<file path="config.mk">
export PLATFORM = sky130hd
export DESIGN_NAME = apu_frame_sequencer
export DESIGN_NICKNAME = d
export VERILOG_FILES = /design/src/rtl/apu_frame_sequencer.sv
export SDC_FILE = /design/constraint.sdc
export NUM_CORES = 1
export LEC_CHECK = 0
export ABC_AREA = 1
export CAP_MARGIN = 20
export CORE_MARGIN = 2
export CORE_UTILIZATION = 40
export DETAILED_ROUTE_END_ITERATION = 10
export PLACE_DENSITY = 0.66
export SETUP_SLACK_MARGIN = 0.15
export SLEW_MARGIN = 20
export SYNTH_ARGS = -nofsm -noshare
export SYNTH_HDL_FRONTEND = slang
export SYNTH_SLANG_ARGS = --single-unit
export TNS_END_PERCENT = 10
</file>
<file path="constraint.sdc">
create_clock -name clk -period 1.6 [get_ports clk]
set_input_delay 0.32 -clock clk [delete_from_list [all_inputs] [get_ports clk]]
set_output_delay 0.32 -clock clk [all_outputs]
set_load 0.1 [all_outputs]
</file>
<file path="src/rtl/apu_frame_sequencer.sv">
// APU frame sequencer: divides CPU-cycle strobes into quarter/half-frame clocks and frame IRQ.
// Latency: e_pulse/l_pulse/frame_irq are registered, visible one clk after the causing strobe.
// Backpressure: none; every apu_clk strobe is consumed, strobes may be spaced arbitrarily.
module apu_frame_sequencer (
  input  logic       clk,
  input  logic       rst_n,
  input  logic       apu_clk,
  input  logic       wr_4017,
  input  logic [7:0] from_cpu,
  input  logic       rd_4015,
  output logic       e_pulse,
  output logic       l_pulse,
  output logic       frame_irq,
  output logic       mode_out
);

  typedef enum logic {
    RUN     = 1'b0,
    PENDING = 1'b1
  } state_t;

  state_t      state;
  logic [15:0] cyc;
  logic        parity;
  logic        mode;
  logic        pend_mode;
  logic        inhibit;
  logic [2:0]  dly;

  logic q_evt;
  logic h_evt;
  logic irq_evt;
  logic wrap;
  logic reload;
  logic inhibit_nxt;
  logic irq_set;
  logic irq_clr;

  // Decode the sequencer events from the current step count and active mode
  always_comb begin
    q_evt   = (cyc == 16'd7456) || (cyc == 16'd14912) || (cyc == 16'd22370) ||
              (mode ? (cyc == 16'd37280) : (cyc == 16'd29828));
    h_evt   = (cyc == 16'd14912) ||
              (mode ? (cyc == 16'd37280) : (cyc == 16'd29828));
    irq_evt = !mode && ((cyc == 16'd29827) || (cyc == 16'd29828) || (cyc == 16'd29829));
    wrap    = mode ? (cyc == 16'd37281) : (cyc == 16'd29829);
  end

  // Delay expiry, and IRQ set/clear qualification (a write that sets inhibit also masks a same-clk set)
  always_comb begin
    reload      = apu_clk && (state == PENDING) && !wr_4017 && (dly == 3'd1);
    inhibit_nxt = wr_4017 ? from_cpu[6] : inhibit;
    irq_set     = apu_clk && !reload && irq_evt && !inhibit_nxt;
    irq_clr     = rd_4015 || (wr_4017 && from_cpu[6]);
  end

  // Sequencer state, $4017 register, delayed reset and registered strobes/IRQ
  always_ff @(posedge clk or negedge rst_n) begin
    if (!rst_n) begin
      state     <= RUN;
      cyc       <= 16'd0;
      parity    <= 1'b0;
      mode      <= 1'b0;
      pend_mode <= 1'b0;
      inhibit   <= 1'b0;
      dly       <= 3'd0;
      e_pulse   <= 1'b0;
      l_pulse   <= 1'b0;
      frame_irq <= 1'b0;
    end else begin
      e_pulse <= 1'b0;
      l_pulse <= 1'b0;

      if (wr_4017) begin
        inhibit   <= from_cpu[6];
        pend_mode <= from_cpu[7];
        dly       <= parity ? 3'd4 : 3'd3;
        state     <= PENDING;
      end

      if (apu_clk) begin
        parity <= ~parity;
        if (reload) begin
          // The delayed reset replaces normal decode; entering 5-step mode clocks Q+H once
          cyc     <= 16'd0;
          mode    <= pend_mode;
          state   <= RUN;
          e_pulse <= pend_mode;
          l_pulse <= pend_mode;
        end else begin
          cyc     <= wrap ? 16'd0 : cyc + 16'd1;
          e_pulse <= q_evt;
          l_pulse <= h_evt;
          // A strobe landing on the write clk does not count toward the delay
          if ((state == PENDING) && !wr_4017) begin
            dly <= dly - 3'd1;
          end
        end
      end

      if (irq_set) begin
        frame_irq <= 1'b1;
      end else if (irq_clr) begin
        frame_irq <= 1'b0;
      end
    end
  end

  assign mode_out = mode;

endmodule

</file>
==> out/results.ini, run 1 <==
[timing]
rsz0062_at_grt = yes
fmax_mhz = 655
maxSlewViolCount = 0
post-route-period-util = 0.955
max_slew_margin = 0.832
setup_viol = 0
min_period_ps = 1530
hold_viol = 0
worst_pin_slew_ps = 252
finalClockSkew_ps = 2.87
fin_setup_tns_ps = 0

[detailed_routing]
wl_per_cell_um = 13.0
finalWirelength_mm = 4.20
via_count = 1588
drtAntennaViolNets = 0
routed_via_density = 4.92
first_iter_violations = 87
drc_errors = 0
firstDrtPassIters = 4

[logic_synthesis]
synth_nets = 267
synthMostInstantiatedCell = nand2_1
yosys.area.top_type_share = 0.364
synth_area_leaders = dfrtp_1, nand2_1, nor2_1, inv_1, o22ai_2
synth_area_per_cell_um2 = 7.48
synthFlopType = dfrtp_1
yosysTopAreaCell = dfrtp_1
syn_area_mm2 = 0.00186
async_flop_share = 1.00
ys_seq_area_frac = 0.364
synth_seq_cells = 27
synthCells = 248
yosysWarnings = 0
synth_cell_types = 26
synth_edf_count = 0
synth_common_cells = nand2_1, nor2_1, dfrtp_1

[critical_path]
crit_family = simple AND/OR/NAND/NOR gates
cp_max_fo = 11
cp_slowest_cell = dfrtp_1
cp-end-kind = flop
path_cells = inv_2 -> ha_2 -> nand3_2 -> nor2_2 -> nand3_2 -> nand3_2 -> buf_12 -> o21ai_1
max_stage_delay_ps = 430
cp.required_ps = 1780
cpMostUsedCell = nand3_2
worstSetupPathType = reg2reg
startpoint_type = flop
cp.arrival_ps = 1700
crit_buf_inv = 2

[cts]
tritoncts = done
cts.sinks = 27
cts_buffer_depth = 2
root_buffer = clkbuf_8
clkLatencyLatePin_ps = 280
cts_htree_levels = 1
cts-buffers-inserted = 3
clk_pin_slew_ps = 100

[grt]
grtUsageTotal = 0.176
grt_max_degree = 28
grt_pass1_vias = 1523
antenna_found_initial = 0
overflow = 0
grt_pass1_wl_mm = 7.09

[floorplan]
rows = 24
die_w_um = 72.1
boundaryPins = 17
dieArea_mm2 = 0.00520
die_h_um = 72.1
initial_core_util = 0.420
core_mm2 = 0.00441

[finish]
final_cells = 323
n_fill_cell = 415
seq_area_um2 = 681
drive_gt1_frac = 0.280
antenna_cells = 0
multi_input_area_mm2 = 0.00109
syn_to_final_growth_pct = 23.5
fin_nets = 291

[place]
gp_congestion = 0.944
numPortBuffers = 10
dp_hpwl_mm = 3.17
place_inst = 314

[pwr]
vdd_ir_drop_max_mv = 0.584
powerDensity_mw_per_mm2 = 1130
p_leak_nw = 1.05

[outcome]
status = complete, no violations

[run]
maxCapViolCount = 0

[min_path]
worstHoldPathType = in2async

==> routing by layer <==
| layer | share of wire | vias to the layer above | GRT usage |
|---|---|---|---|
| met5 | 0 | - | 0 |
| met4 | 0.021 | 0 | 0.0797 |
| met3 | 0.019 | 6 | 0.0167 |
| met2 | 0.45 | 22 | 0.272 |
| met1 | 0.51 | 730 | 0.250 |
| li1 | - | 830 | - |
==> cell families (layout without fill, tap and decap cells) <==
logic type / Yosys count / in the layout / synth area share
fa+ha+maj: 6 / 6 / 0.0405
simple gates: 146 / 146 / 0.372
xor+xnor: 9 / 9 / 0.0425
buf+inv: 39 / 62 / 0.0904
flops: 27 / 27 / 0.364
compound gates: 21 / 21 / 0.0910
==> cell usage in the layout (no fill, tap or decap), types with 2 or more instances in the layout <==
cell type	n
nor2_1	31
nand2_2	6
o21ai_2	4
clkdlybuf4s50_1	5
nand3_1	11
clkbuf_8	3
a21oi_1	2
ha_1	2
nor3_1	6
nand4_1	7
nor2_2	8
ha_2	2
buf_12	6
nand3_2	6
o21ai_0	3
o22ai_2	7
xor2_1	7
ha_4	2
inv_1	24
buf_4	11
nand2_1	63
inv_2	9
o21ai_1	5
nor2_4	3
nand3_4	2
dfrtp_1	25
xnor2_1	2
==> flip-flops by register name, summed over array words and instances, names as in the netlist <==
name / flops
cyc: 16
pend_mode: 1
mode_out: 1
parity: 1
state: 1
e_pulse: 1
dly: 3
l_pulse: 1
frame_irq: 1
inhibit: 1
==> path summary, 6_finish.rpt <==
| check | slack [ps] | to | startpoint | cells past startpoint |
|---|---|---|---|---|
| min in group clk | 480 | parity | parity | 1 |
| max in group asynchronous | 1050 | mode_out | rst_n | 2 |
| max reg2reg | 70 | cyc[11] | cyc[1] | 8 |
| min reg2reg | 480 | parity | parity | 1 |
| min | 380 | cyc[14] | rst_n | 2 |
| max | 70 | cyc[11] | cyc[1] | 8 |
==> what timing repair did <==
item                       CTS  global route
setup endpoints to repair   20            23
resized for setup            8            16
pin swaps                    5             8
buffers inserted             5             0
hold buffers                 0             0
gates cloned                 0             0
==> metrics by stage <==
| step | area, µm² | util | power [W] | setup slack (ps) | hold slack, ps |
|---|---|---|---|---|---|
| floorplan | 1860 | - | 0.00174 | 185 | 24.4 |
| global placement | 2120 | 0.480 | 0.00198 | -54.8 | 457 |
| detailed placement | 2120 | 0.480 | 0.00201 | -103 | 460 |
| CTS | 2220 | 0.504 | 0.00250 | 109 | 386 |
| global route | 2290 | 0.519 | 0.00276 | -22.9 | 395 |
| finish | 2290 | 0.519 | 0.00258 | 72.8 | 384 |
==> worst reg2reg max path: stages (launching register included) <==
cell	delay (ps)
dfrtp_1	430
inv_2	110
ha_2	200
nand3_2	90
nor2_2	140
nand3_2	110
nand3_2	110
buf_12	150
o21ai_1	80
==> report_power, final <==
group          switching (W)  internal [W]  leakage [nW]
clock               0.000240      0.000177        0.0217
combinational       0.000635      0.000479         0.684
sequential          0.000209      0.000839         0.346
total                0.00108       0.00150          1.05
==> area by class of cell <==
| type | count | area share |
|---|---|---|
| timing repair buffer | 24 | 0.121 |
| tap | 52 | 0.0284 |
| multi-input combinational | 182 | 0.476 |
| clock inverter | 1 | 0.00328 |
| clock buffer | 3 | 0.0180 |
| inverter | 34 | 0.0568 |
| sequential | 27 | 0.297 |
No activity file was read; power rests on OpenSTA's default activity.
==> inputs of run 2 (changes only) <==
--- a/config.mk
+++ b/config.mk
@@ -7,7 +7,6 @@
 export LEC_CHECK = 0
 export ABC_AREA = 1
 export CAP_MARGIN = 20
-export CORE_MARGIN = 2
 export CORE_UTILIZATION = 40
 export DETAILED_ROUTE_END_ITERATION = 10
 export PLACE_DENSITY = 0.66
==> out/results.ini, run 2 (synthesis results as in run 1) <==
[outcome]
status = complete, no violations

[critical_path]
cp_max_fo = 6  ; -5
cp_slowest_cell = clkdlybuf4s50_1
cp-end-kind = flop
max_stage_delay_ps = 550  ; +120 ps
rr_startpoint = dly[1]
crit_start = apu_clk
cp.arrival_ps = 1670  ; -30 ps
crit_buf_inv = 2  ; unchanged
worstSetupPathType = in2reg
startpoint_type = input pin
crit_family = buffers and inverters
cp.required_ps = 1770  ; about the same
path_cells = clkdlybuf4s50_1 -> nand3_2 -> nor3_4 -> nor2_4 -> nand3_4 -> clkbuf_16 -> o22ai_2

[pwr]
switchingPower_w = 0.00104  ; -4.1%
power_frac_comb = 0.428  ; -0.004
p_clk_frac = 0.162  ; about the same
total_power_w = 0.00251  ; -2.8%
vdd_ir_drop_max_mv = 0.576  ; -1.4%
powerDensity_mw_per_mm2 = 1100  ; -2.6%
swShare = 0.414  ; -0.00581
p_leak_nw = 1.06  ; +0.59%
p_int_w = 0.00147  ; -1.8%
seqPwrFrac = 0.410  ; +0.004

[cts]
clk_pin_slew_ps = 100  ; about the same
hold_buffers = 0  ; unchanged
tritoncts = done
cts-buffers-inserted = 3  ; unchanged
clkLatencyLatePin_ps = 280  ; about the same
cts_buffer_depth = 2  ; unchanged
cts.sinks = 27  ; unchanged
root_buffer = clkbuf_8
cts_htree_levels = 1  ; unchanged

[grt]
grt-busiest-layer = met2
antenna_found_initial = 0  ; unchanged
grt_pass1_wl_mm = 6.86  ; -3.2%
grt.met3_usage = 0.0173  ; +0.000649
grt_max_degree = 28  ; unchanged
use_met2 = 0.280  ; +0.00774
grtUsageTotal = 0.175  ; -0.00158
overflow = 0  ; unchanged
met1_usage = 0.246  ; -0.00413
grt_pass1_vias = 1535  ; +0.79%

[floorplan]
core_mm2 = 0.00441  ; unchanged
die_w_um = 70.1  ; -2.8%
boundaryPins = 17  ; unchanged
rows = 24  ; unchanged
dieArea_mm2 = 0.00492  ; -5.5%
initial_core_util = 0.420  ; unchanged
die_h_um = 70.1  ; -2.8%

[finish]
syn_to_final_growth_pct = 23.3
drive_gt1_frac = 0.284  ; +0.00319
top_regs = cyc: 16 flops, dly: 3 flops
fin_nets = 295  ; +1.4%
final_cell_mix = nand2_1, nor2_1, dfrtp_1
antenna_cells = 0  ; unchanged
layout_commonest_cell = nand2_1
finish.utilization = 0.518  ; -0.00113
largest_register = cyc
stdcell_area_mm2 = 0.00229  ; -0.22%
largest_reg_flops = 16  ; unchanged
final_cells = 327  ; +1.2%

[timing]
hold_ws_ps = 407  ; +23.3 ps
hold_viol = 0  ; unchanged
finalClockSkew_ps = 4.45  ; +1.58 ps
maxSlewViolCount = 0  ; unchanged
fmax_mhz = 665  ; +1.6%
rsz0062_at_grt = yes
max_slew_margin = 0.765  ; -0.0668
post-route-period-util = 0.939  ; -0.0154
setup_viol = 0  ; unchanged
min_period_ps = 1500  ; -24.6 ps
worst_pin_slew_ps = 352  ; +100 ps

[place]
dp_hpwl_mm = 3.06  ; -3.4%
numPortBuffers = 10  ; unchanged
placed_cell_area_mm2 = 0.00213  ; +0.83%
place_inst = 318  ; +1.3%
gp_congestion = 0.865  ; -8.3%

[detailed_routing]
first_iter_violations = 53  ; -39%
finalWirelength_mm = 4.01  ; -4.6%
wl_per_cell_um = 12.3  ; -5.8%
drc_errors = 0  ; unchanged
via_count = 1622  ; +2.1%
routed_via_density = 4.96  ; +0.89%
firstDrtPassIters = 4  ; unchanged
drtAntennaViolNets = 0  ; unchanged

[min_path]
worstHoldPathType = in2async

[run]
maxCapViolCount = 0  ; unchanged

[run 2: cell count changes in the layout (fill, tap and decap cells not counted), sizes merged]
| cell | delta |
|---|---|
| dlymetal6s2s | -1 |
| clkbuf | +1 |
| clkdlybuf4s50 | +1 |
| buf | +3 |
[run 2: power by group through the flow]
stage	clock network, W	logic [W]	registers, W
2_1_floorplan	0	0.000661	0.00108
3_3_place_gp	0	0.000964	0.00103
3_5_place_dp	0	0.000973	0.00104
4_1_cts	0.000423	0.00101	0.00102
5_1_grt	0.000459	0.00120	0.00106
6_report	0.000406	0.00107	0.00103
[run 2: per-layer routing]
metal  share of wire  up-vias
li1                -      839
met1            0.49      742
met2            0.46       36
met3           0.038        5
met4           0.015        0
met5               0        -
[run 2: final cells by class]
class | instances | area [µm²]
tap | 52 | 65.1
multi-input combinational | 182 | 1060
fill | 417 | 2130
clock buffer | 3 | 41.3
timing repair buffer | 28 | 305
inverter | 34 | 128
clock inverter | 1 | 7.51
sequential | 27 | 682
[run 2: timing repair]
item / 4_1_cts / 5_1_grt
buffers inserted: 1 / 3
pin swaps: 0 / 9
endpoints found under the setup margin: 19 / 23
gates resized for setup: 1 / 14
gates cloned: 0 / 1
hold endpoints to repair: 0 / 0
[run 2: path summary, 6_finish.rpt]
| path | end | slack [ps] | cells past startpoint |
|---|---|---|---|
| worst max-delay path | cyc[4] | 100 | 7 |
| worst min-delay path | cyc[9] | 410 | 2 |
| worst max register to register | cyc[4] | 120 | 8 |
| worst min register to register | parity | 470 | 1 |
| max in group asynchronous | mode_out | 900 | 2 |
| min in group clk | parity | 470 | 1 |
[run 2: per-stage QoR]
| step | setup TNS [ps] | worst slack [ps] |
|---|---|---|
| 2_1_floorplan | 0 | 185 |
| 3_3_place_gp | -1540 | -94.7 |
| 3_5_place_dp | -2460 | -136 |
| 4_1_cts | 0 | 117 |
| 5_1_grt | 0 | 45.3 |
| 6_report | 0 | 97.4 |
